### src/rtl/pc_fetch.sv
// Program counter and instruction fetch stage.
// Forms the next PC from branch/jump/jr redirects, fetches over a req/ack
// handshake and holds each fetched word until the datapath accepts it with en.
module pc_fetch #(
  parameter logic [31:0] RESET_PC = 32'h0000_3000,
  parameter int unsigned MAX_WAIT = 15
) (
  input  logic        clk,
  input  logic        reset,
  input  logic        en,
  input  logic        br_taken,
  input  logic [31:0] br_off_sl2,
  input  logic        jump,
  input  logic [27:0] jidx_sl2,
  input  logic        jr,
  input  logic [31:0] jr_addr,
  output logic        imem_req,
  output logic [31:0] imem_addr,
  input  logic        imem_ack,
  input  logic [31:0] imem_rdata,
  output logic [31:0] pc,
  output logic [31:0] pc_plus4,
  output logic [31:0] instr,
  output logic        instr_valid,
  output logic        misalign,
  output logic        fetch_err
);

  localparam int unsigned CntW = $clog2(MAX_WAIT + 1);

  typedef enum logic [1:0] {StFetch, StWait, StHold, StErr} state_e;

  state_e          state_q;
  logic [CntW-1:0] wait_cnt_q;
  logic [31:0]     target;
  logic [31:0]     next_pc;
  logic            target_mis;

  assign pc_plus4  = pc + 32'd4;
  // pc only changes on leaving HOLD, so the address is stable for the whole request
  assign imem_addr = pc;

  // Redirect target selection: jr > jump > branch > sequential; low bits forced aligned
  always_comb begin
    target = pc_plus4;
    if (jr) begin
      target = jr_addr;
    end else if (jump) begin
      target = {pc_plus4[31:28], jidx_sl2};
    end else if (br_taken) begin
      target = pc_plus4 + br_off_sl2;
    end
    target_mis = (target[1:0] != 2'b00);
    next_pc    = {target[31:2], 2'b00};
  end

  // Fetch FSM with all outputs registered
  always_ff @(posedge clk or posedge reset) begin
    if (reset) begin
      state_q     <= StFetch;
      wait_cnt_q  <= '0;
      pc          <= RESET_PC;
      imem_req    <= 1'b0;
      instr       <= 32'h0;
      instr_valid <= 1'b0;
      misalign    <= 1'b0;
      fetch_err   <= 1'b0;
    end else begin
      case (state_q)
        StFetch: begin
          imem_req   <= 1'b1;
          wait_cnt_q <= '0;
          state_q    <= StWait;
        end
        StWait: begin
          if (imem_ack) begin
            instr       <= imem_rdata;
            instr_valid <= 1'b1;
            imem_req    <= 1'b0;
            wait_cnt_q  <= '0;
            state_q     <= StHold;
          end else if (wait_cnt_q == CntW'(MAX_WAIT - 1)) begin
            // This was the last permitted wait cycle; give up until reset
            fetch_err <= 1'b1;
            imem_req  <= 1'b0;
            state_q   <= StErr;
          end else begin
            wait_cnt_q <= wait_cnt_q + CntW'(1);
          end
        end
        StHold: begin
          if (en) begin
            pc          <= next_pc;
            instr_valid <= 1'b0;
            if (target_mis) begin
              misalign <= 1'b1;
            end
            state_q <= StFetch;
          end
        end
        StErr: begin
          state_q <= StErr;
        end
        default: begin
          state_q <= StErr;
        end
      endcase
    end
  end

endmodule

### config.mk
export PLATFORM = sky130hd
export DESIGN_NAME = pc_fetch
export DESIGN_NICKNAME = d
export VERILOG_FILES = /design/src/rtl/pc_fetch.sv
export SDC_FILE = /design/constraint.sdc
export NUM_CORES = 1
export LEC_CHECK = 0
export BUFFER_PORTS_ARGS = -buffer_cell sky130_fd_sc_hd__buf_4
export CAP_MARGIN = 5
export CORE_MARGIN = 5
export CORE_UTILIZATION = 25
export DETAILED_ROUTE_END_ITERATION = 8
export SYNTH_ARGS = -nofsm -noshare
export SYNTH_HDL_FRONTEND = slang
export SYNTH_SLANG_ARGS = --single-unit
export TNS_END_PERCENT = 30
### constraint.sdc
create_clock -name clk -period 4.67 [get_ports clk]
set_input_delay 0.2335 -clock clk [delete_from_list [all_inputs] [get_ports clk]]
set_output_delay 0.2335 -clock clk [all_outputs]
set_load 0.02 [all_outputs]
==> results.ini <==
[logic_synthesis]
synth_area_leaders=dfrtp_1 (29%), ha_1 (7.9%), mux2_2 (6.0%)
ys.warnings.count=0
synth_seq_cells=72
ys_seq_area_frac=0.2987
yosys.cell_types.count=76
synth_top_area_frac=0.2900
post_synth_instance_area_um2=6041
yosys_most_used_dff=dfrtp_1
yosys.area.top_type=dfrtp_1
synth_edf_count=0
synth_common_cells=dfrtp_1 (70), nor2_1 (59), nand2_1 (57)
synthCells=704
synth_area_per_cell_um2=8.581
synth_most_common_cell=dfrtp_1
async_reset_ff_frac=1.000

[clock_network]
cts.sinks=72
cts_resized=0
clk_pin_slew_ns=0.07
postCtsHoldBufs=0
htreeDepth=3
cts_buffer_depth=2
cts_tree=yes
numCtsBuffers=9
insertion_delay_ns=0.34
cts_root_buffer=clkbuf_16
cts_setup_buffers=0

[place]
portBuffers=256
placed_cells=1225
place_congestion=0.8920
place_hpwl_mm=18.69

[floorplanning]
rows=56
die_h_um=165.4
die-area_um2=27370
core_area_um2=23610
die_x_um=165.4
initial_utilization=0.2558
pin_count=263

[worst_hold_path]
hp-class=in -> reg
hold_depth=2

[job]
max_cap_viol_count=0

[setup_path]
arrival_ns=4.35
reg2reg_setup_slack_ns=0.60
path_class=reg -> reg
reg2reg_depth=16
path_max_fanout=7
cp-end-kind=register
required_ns=4.95
startpoint_type=register

[timing]
setup_viol=0
slew_headroom=0.3348
fin_skew_ns=0.008691
rsz0062_at_grt=no
timing.setup.tns_ns=0
max_freq_ghz=0.2455
fin_crit_sh=0.8721
hold_violations=0
worst_pin_slew_ns=0.9978
slew_viol_final=0
period_needed_ns=4.073

[route]
dr.pass1.iters=5
drc=0
wl_per_cell_um=19.37
viasPerCell=4.969
wirelength_mm=24.03
drt_iter0_drc=289
postRouteAntennaNets=0
route.vias.total=6166

[cells_and_area]
final_nets=1087
seq_area_um2=1804
area_growth_pct=38.28
drive_gt1_frac=0.3612
multiInputGateArea_um2=3794
nFillCells=2456
utilization=0.3538
stdcell_count=1241
diodes=0

[power]
fin_total_pwr_mw=5.864
power_density_nw_per_um2=702.0
ir_drop_mv=0.3167
leakage_nw=3.919

[global_route]
grt_use_total=0.1718
grt_max_degree=73
grt_pass1_vias=6276
overflow=0
antenna_found_initial=0
grt_pass1_wl_mm=36.57

[status]
status=finished clean

## layer usage
| metal | track usage | vias up | wire length [um] |
|---|---|---|---|
| met2 | 0.2847 | 258 | 11410 |
| met5 | 0 | - | 0 |
| met3 | 0.05684 | 28 | 2217 |
| met1 | 0.2165 | 2944 | 9957 |
| li1 | - | 2936 | - |
| met4 | 0.04199 | 0 | 443 |
## worst paths after layout
check                                              start                         to
worst min-delay path                      imem_rdata[14]      instr[14]$_DFFE_PP0P_
worst max-delay path            imem_addr[2]$_DFFE_PP0P_  imem_addr[31]$_DFFE_PP0P_
worst max register to register  imem_addr[2]$_DFFE_PP0P_  imem_addr[31]$_DFFE_PP0P_
max in group asynchronous                          reset  imem_addr[15]$_DFFE_PP0P_
worst min register to register     fetch_err$_DFFE_PP0P_      fetch_err$_DFFE_PP0P_
min in group asynchronous                          reset      instr[24]$_DFFE_PP0P_
## logic make-up after synthesis
kind of cell | after synthesis | share of synthesized area
AOI/OAI and AO/OA | 199 | 0.2196
other | 1 | 0.0006208
and+or+nand+nor | 218 | 0.1777
adders and majority gates | 39 | 0.08202
buffers and inverters | 86 | 0.07643
muxes | 39 | 0.07125
DFF | 72 | 0.2987
xor gates and xnor gates | 50 | 0.07374
## power breakdown
part / internal, mW / leakage [nW] / switching [mW]
sequential: 0.921 / 0.858 / 0.350
combinational: 1.65 / 2.91 / 2.19
clock: 0.425 / 0.149 / 0.325
total: 3.00 / 3.92 / 2.86
## critical path, cell delays in order (launching register included)
cell,delay (ns)
dfrtp_1,0.49
ha_1,0.23
nand3_1,0.22
nor3_2,0.38
nor2b_2,0.31
nand2b_1,0.17
nor2_1,0.14
xor2_1,0.28
ha_1,0.35
a21oi_1,0.23
nor2_1,0.08
o21a_1,0.17
nor3_1,0.24
nand3_1,0.16
a21o_1,0.20
a211o_1,0.29
nand3_1,0.07
## cell usage in the layout (no fill, tap or decap), types with 3 or more instances in the layout
cell type / Yosys / routed
o21ai_0: 35 / 35
o21bai_1: 5 / 5
nor3_1: 8 / 8
nand4_1: 11 / 11
and2_1: 3 / 3
or3_1: 5 / 5
o211ai_1: 12 / 12
a211oi_1: 4 / 4
inv_1: 19 / 18
inv_6: 0 / 3
nand2_1: 57 / 57
a21o_1: 20 / 20
conb_1: 1 / 6
xnor2_1: 35 / 35
dfrtp_1: 70 / 70
o21a_1: 4 / 4
a31oi_1: 10 / 10
o22ai_1: 6 / 6
nor2b_1: 7 / 7
and3_1: 14 / 14
buf_4: 36 / 262
ha_1: 38 / 38
a221o_1: 4 / 4
mux2i_1: 7 / 7
nand2b_1: 10 / 10
a21oi_1: 53 / 53
nor2_1: 59 / 59
a221oi_1: 3 / 3
xor2_1: 14 / 14
mux2_2: 32 / 32
o21ai_1: 9 / 9
nand3_1: 30 / 30
clkbuf_16: 0 / 9
a21oi_2: 3 / 3
o221ai_1: 4 / 4
## flip-flops by register name (all words and copies together) (netlist names)
register	cells
imem_addr	30
instr	32
fetch_err	1
misalign	1
wait_cnt_q	4
imem_req	1
instr_valid	1
state_q	2
## through the flow
step           area, um^2  setup slack, ns  hold WS (ns)
5_1_grt              8353           0.2693       0.09683
3_5_place_dp         8044           0.7086        0.4534
2_1_floorplan        6060           0.9107        0.3841
6_report             8353           0.5972        0.1153
4_1_cts              8353           0.6753       0.09631
3_3_place_gp         8044           0.8039        0.4563
## area by class of cell
cell class,count,area share
multi-input cells,551,0.4542
clock inverters,7,0.01004
flip-flops and latches,72,0.2160
clock buffers,9,0.02696
well taps,319,0.04778
repair buffers,262,0.2355
inverters,21,0.009587
No activity file was read; power rests on OpenSTA's default activity.
